--- config.mk ---
export PLATFORM = sky130hd
export DESIGN_NAME = alu_operand_sel_pipe
export DESIGN_NICKNAME = d
export VERILOG_FILES = /design/src/rtl/opsel_pkg.sv /design/src/rtl/opsel_skid_buf.sv /design/src/rtl/alu_operand_sel_pipe.sv
export SDC_FILE = /design/constraint.sdc
export NUM_CORES = 1
export LEC_CHECK = 0
export CAP_MARGIN = 10
export CORE_MARGIN = 10
export CORE_UTILIZATION = 38
export CTS_CLUSTER_SIZE = 28
export DETAILED_ROUTE_END_ITERATION = 10
export PLACE_DENSITY = 0.77
export SETUP_SLACK_MARGIN = 0.5
export SLEW_MARGIN = 40
export SYNTH_ARGS = -nofsm -noshare
export SYNTH_HDL_FRONTEND = slang
export SYNTH_SLANG_ARGS = --single-unit
export TNS_END_PERCENT = 5
--- constraint.sdc ---
create_clock -name CLK -period 1.6 [get_ports CLK]
set_clock_uncertainty 0.1 [all_clocks]
set_input_delay 0.32 -clock CLK [delete_from_list [all_inputs] [get_ports CLK]]
set_output_delay 0.32 -clock CLK [all_outputs]
set_load 0.02 [all_outputs]
--- src/rtl/opsel_pkg.sv ---
// Shared select-code, extension-mode and entry definitions for the ALU operand-A selector.
package opsel_pkg;

    localparam int unsigned SEL_SRC_BASE = 0;
    localparam logic        EXT_ZERO     = 1'b0;
    localparam logic        EXT_SIGN     = 1'b1;
    localparam int unsigned OPSEL_DATA_W = 32;

    typedef struct packed {
        logic [OPSEL_DATA_W-1:0] data;
        logic                    err;
        logic                    valid;
    } opsel_entry_t;

    // The immediate code sits directly after the last full-width source.
    function automatic int unsigned sel_imm(input int unsigned num_src);
        return SEL_SRC_BASE + num_src;
    endfunction

endpackage

--- src/rtl/opsel_skid_buf.sv ---
// Generic 2-entry valid/ready skid buffer: 1-cycle latency, 1 beat/cycle.
// in_rdy_o is registered (!skid valid); optional stall counter under ALU_OPSEL_STALL_CNT_EN.
module opsel_skid_buf #(
    parameter int W = 8
) (
    input  logic         clk_i,
    input  logic         rst_ni,
    input  logic         in_vld_i,
    output logic         in_rdy_o,
    input  logic [W-1:0] in_dat_i,
    output logic         out_vld_o,
    input  logic         out_rdy_i,
    output logic [W-1:0] out_dat_o
`ifdef ALU_OPSEL_STALL_CNT_EN
    ,
    output logic [15:0]  stall_cnt_o
`endif
);

    logic         main_vld_q, main_vld_d;
    logic [W-1:0] main_dat_q, main_dat_d;
    logic         skid_vld_q, skid_vld_d;
    logic [W-1:0] skid_dat_q, skid_dat_d;
    logic         accept;
    logic         xfer;

    assign in_rdy_o  = ~skid_vld_q;
    assign out_vld_o = main_vld_q;
    assign out_dat_o = main_dat_q;
    assign accept    = in_vld_i & ~skid_vld_q;
    assign xfer      = main_vld_q & out_rdy_i;

    always_comb begin
        main_vld_d = main_vld_q;
        main_dat_d = main_dat_q;
        skid_vld_d = skid_vld_q;
        skid_dat_d = skid_dat_q;
        if (skid_vld_q) begin
            // A full skid blocks acceptance, so only a drain can happen here.
            if (xfer) begin
                main_dat_d = skid_dat_q;
                skid_vld_d = 1'b0;
            end
        end else if (accept) begin
            if (!main_vld_q || xfer) begin
                main_vld_d = 1'b1;
                main_dat_d = in_dat_i;
            end else begin
                skid_vld_d = 1'b1;
                skid_dat_d = in_dat_i;
            end
        end else if (xfer) begin
            main_vld_d = 1'b0;
        end
    end

    always_ff @(posedge clk_i) begin
        if (!rst_ni) begin
            main_vld_q <= 1'b0;
            main_dat_q <= '0;
            skid_vld_q <= 1'b0;
            skid_dat_q <= '0;
        end else begin
            main_vld_q <= main_vld_d;
            main_dat_q <= main_dat_d;
            skid_vld_q <= skid_vld_d;
            skid_dat_q <= skid_dat_d;
        end
    end

`ifdef ALU_OPSEL_STALL_CNT_EN
    logic [15:0] stall_cnt_q, stall_cnt_d;

    always_comb begin
        stall_cnt_d = stall_cnt_q;
        if (main_vld_q && !out_rdy_i && stall_cnt_q != 16'hFFFF) begin
            stall_cnt_d = stall_cnt_q + 16'd1;
        end
    end

    always_ff @(posedge clk_i) begin
        if (!rst_ni) begin
            stall_cnt_q <= '0;
        end else begin
            stall_cnt_q <= stall_cnt_d;
        end
    end

    assign stall_cnt_o = stall_cnt_q;
`endif

endmodule

--- src/rtl/alu_operand_sel_pipe.sv ---
// ALU operand-A selector: N sources / extended immediate / illegal-code flag, registered through a skid buffer.
// 1-cycle latency, full rate, in_ready is registered; stall_cnt port exists only with ALU_OPSEL_STALL_CNT_EN.
module alu_operand_sel_pipe
    import opsel_pkg::*;
#(
    parameter int DATA_W  = 32,
    parameter int NUM_SRC = 4,
    parameter int IMM_W   = 5,
    parameter int SEL_W   = $clog2(NUM_SRC + 2)
) (
    input  logic                      CLK,
    input  logic                      Reset,
    input  logic                      in_valid,
    output logic                      in_ready,
    input  logic [SEL_W-1:0]          sel,
    input  logic [NUM_SRC*DATA_W-1:0] src,
    input  logic [IMM_W-1:0]          imm,
    input  logic                      imm_sext,
    output logic                      out_valid,
    input  logic                      out_ready,
    output logic [DATA_W-1:0]         out_data,
    output logic                      out_sel_err
`ifdef ALU_OPSEL_STALL_CNT_EN
    ,
    output logic [15:0]               stall_cnt
`endif
);

    localparam logic [SEL_W-1:0] SEL_IMM_C = SEL_W'(sel_imm(NUM_SRC));

    logic [DATA_W-1:0] imm_ext;
    logic [DATA_W-1:0] sel_dat;
    logic              sel_err;
    logic [DATA_W:0]   out_pay;

    generate
        if (IMM_W == DATA_W) begin : g_imm_full
            assign imm_ext = imm;
        end else begin : g_imm_ext
            assign imm_ext = {{(DATA_W-IMM_W){(imm_sext == EXT_SIGN) & imm[IMM_W-1]}}, imm};
        end
    endgenerate

    // Anything not matched below is an illegal code: zero data, error flagged.
    always_comb begin
        sel_dat = '0;
        sel_err = 1'b1;
        if (sel == SEL_IMM_C) begin
            sel_dat = imm_ext;
            sel_err = 1'b0;
        end
        for (int k = 0; k < NUM_SRC; k++) begin
            if (sel == SEL_W'(SEL_SRC_BASE + k)) begin
                sel_dat = src[k*DATA_W +: DATA_W];
                sel_err = 1'b0;
            end
        end
    end

    opsel_skid_buf #(
        .W (DATA_W + 1)
    ) u_skid (
        .clk_i       (CLK),
        .rst_ni      (Reset),
        .in_vld_i    (in_valid),
        .in_rdy_o    (in_ready),
        .in_dat_i    ({sel_err, sel_dat}),
        .out_vld_o   (out_valid),
        .out_rdy_i   (out_ready),
        .out_dat_o   (out_pay)
`ifdef ALU_OPSEL_STALL_CNT_EN
        ,
        .stall_cnt_o (stall_cnt)
`endif
    );

    assign out_sel_err = out_pay[DATA_W];
    assign out_data    = out_pay[DATA_W-1:0];

endmodule

==> results by group <==
Timing
  • Slew HR: about 57%
  • Slew Limit Fails: 0
  • Final setup violation count: 0
  • Final Hold Violating Endpoints: 0
  • Tcrit/Tclk final: between 90 and 100%
  • Fmax: 643.0 MHz
  • Crit path time final: 1555 ps
  • Worst-Margin Slew: between 600 and 700 ps
  • RSZ-0062 raised after global routing: yes

Synthesis
  • Area share of the largest cell type after synthesis: between 30% and 40%
  • Post-synth top cells: 68 x dfxtp_1, 65 x mux2i_1, 37 x o22ai_1
  • YS warnings: 0
  • Seq cells post-synth: 68
  • Asr flop ratio synth: 0%
  • Sequential area share after synthesis: around 34%
  • Yosys cell types: 39
  • Cell with the most instances after synthesis: dfxtp_1
  • Synth area leaders: dfxtp_1 34%, mux2i_1 16%, o221a_1 7.7%
  • Post-synth EDFFs: 0
  • Prevailing post-synth register cell: dfxtp_1
  • Post-synth top area cell: dfxtp_1
  • Synthesized net count: roughly 540
  • Post-Syn Area: roughly 4000 sq um
  • Mean post-synth cell area: roughly 10 sq um
  • Cell count after synthesis: 397

Finish
  • # nets final: around 760
  • Multi-input gate area: between 2000 and 2500 sq um
  • Diodes inserted: 0
  • Cell Count, Final, Fillers Out: 759
  • Layout cell share with drive strength beyond 1: 30.82%
  • Fillers: just over 800
  • Area Growth Syn to Fin: 71.28%
  • Register area: 1408 sq um
  • Fin util: between 60% and 70%

GRT
  • Total global-route track usage: about 20%
  • Number of global-route vias before repair: ~4600
  • Pin count of the biggest net entering global routing: 63
  • Initial antenna violation count: 0
  • First-pass GRT wire length: roughly 23000 um
  • GRT overflow: 0

Worst setup path
  • Worst EP required: ~1700 ps
  • Reg2Reg Depth: 6
  • CP max stage cell: dfxtp_2
  • Delay-heaviest family, CP: simple AND/OR/NAND/NOR gates
  • Worst setup EP type: flop
  • Crit. path cell count: 6
  • Startpoint Class: flop
  • CP peak stage delay: approximately 350 ps
  • Crit path max fanout: 13
  • Crit path DAT: roughly 1700 ps
  • CP Cell Sequence: nor2b_4 -> buf_6 -> and3_4 -> buf_12 -> nand2_8 -> o221a_1
  • CP Buf/Inv Count: 2
  • Crit path kind: flop to flop

Route
  • DRT antenna net count: 0
  • WL per Instance: 20.38 um
  • Drt drc: 0
  • DR vias: between 4000 and 5000
  • Drt first pass iters: 5
  • Avg Vias per Cell: between 5 and 6
  • Total wire length: 15470 um
  • Initial DRC count: about 250

Die
  • Total die area: roughly 15000 sq um
  • DIE HEIGHT: between 100 and 150 um
  • # IOs: approximately 180
  • Cell row count: 37
  • Chip Width: 122.2 um
  • Starting Density: slightly below 40%
  • Core Area: around 10000 sq um

Clocking
  • Num CTS Buffers: 9
  • Hold buffers post-CTS: 0
  • Clk buf depth: 2
  • Total clock sinks: 68
  • Clk slew on worst S/H paths: approximately 80 ps
  • Worst skew pair latency: 340 ps
  • CTS tree: yes
  • H-tree levels: 3
  • Root buffer cell: clkbuf_8

Flow run
  • Max-cap viol count: 0

Power
  • Total power: ~4800 uW
  • Leak: approximately 0.0030 uW
  • Max VDD drop: ~0.43 mV
  • PwrDens: 710.2 nW/um^2

Placed design
  • Gpl congestion: 0.8551
  • Hpwl dp: about 11000 um
  • PortBufs: between 150 and 200
  • Inst Count DP: between 700 and 800

Worst hold path
  • Worst Hold Path Cells: 2
  • Hold Path Class: input pin to flop

Outcome
  • Status: finished, final reports clean
==> sequential cells by signal, indices dropped and copies added (netlist names) <==
name,count
u_skid.out_dat_o,33
u_skid.out_vld_o,1
u_skid.skid_dat_q,33
u_skid.skid_vld_q,1
==> final timing paths <==
kind,from,end,slack (ps)
setup / recovery,u_skid.out_vld_o$_SDFFE_PN0P_,u_skid.skid_dat_q[26]$_SDFFE_PN0P_,40
hold / removal,out_ready,u_skid.skid_vld_q$_SDFF_PN0_,350
setup reg to reg,u_skid.out_vld_o$_SDFFE_PN0P_,u_skid.skid_dat_q[26]$_SDFFE_PN0P_,40
hold reg to reg,u_skid.out_dat_o[31]$_SDFFE_PN0P_,u_skid.out_dat_o[31]$_SDFFE_PN0P_,370
==> kinds of logic (layout without fill, tap and decap cells) <==
logic type | after synthesis | after routing | synth area share [%]
AOI/OAI and AO/OA | 149 | 149 | 30.05
buffers and inverters | 52 | 275 | 8.031
DFF | 68 | 68 | 34.27
muxes | 66 | 66 | 16.94
and+or+nand+nor | 62 | 65 | 10.71
==> per-stage QoR <==
stage / setup slack [ps] / cell area [sq um] / hold WS, ps / setup TNS, ps
2_1_floorplan: 46.32 / 4000 / 391.5 / 0
3_3_place_gp: -736.6 / 6106 / 349.0 / -36930
3_5_place_dp: -516.2 / 6111 / 352.6 / -30460
4_1_cts: 53.18 / 6526 / 331.1 / 0
5_1_grt: -4.515 / 6804 / 364.3 / -4.547
6_report: 44.70 / 6804 / 348.8 / 0
==> report_power, final <==
group / total, uW / switching [uW] / internal, uW / leakage (uW)
Sequential: 1870 / 70.8 / 1800 / 0.000569
Clock: 1470 / 664 / 807 / 0.000106
Combinational: 1490 / 615 / 872 / 0.00228
Total: 4830 / 1350 / 3480 / 0.00295
==> per-layer routing <==
metal,global-route usage [%],part of all wire (%)
met3,7.622,8.4
met5,0,0
met2,35.63,52
met1,20.60,38
met4,5.228,1.6
==> layout by cell type (no fill, tap or decap), types with 7 or more instances in the layout <==
master             n
o221a_1           27
dfxtp_1           33
clkbuf_8          11
buf_6             47
inv_1              7
buf_4             51
a21o_1            27
o22ai_1           35
mux2i_1           62
dfxtp_2           34
a32o_1            26
buf_12             8
clkdlybuf4s50_1  133
nand3b_1          27
nor2_1             7
==> what timing repair did <==
item,CTS,global route
setup buffers,9,7
gates resized for setup,80,221
setup endpoints to repair,102,101
pin swaps,7,44
cloned,5,0
==> worst register-to-register path, cell delays in order, from the launching register on <==
cell and delay, ps:
dfxtp_2 350, nor2b_4 160, buf_6 110, and3_4 250, buf_12 140, nand2_8 100, o221a_1 240
==> layout make-up <==
type,count,area share [%]
multi-input combinational,280,35.66
tap,136,2.501
inverter,9,0.4965
clock inverter,5,0.8827
clock buffer,11,2.225
sequential,68,20.69
timing repair buffer,250,37.55
Note: power is estimated with default switching activity, not from simulation.
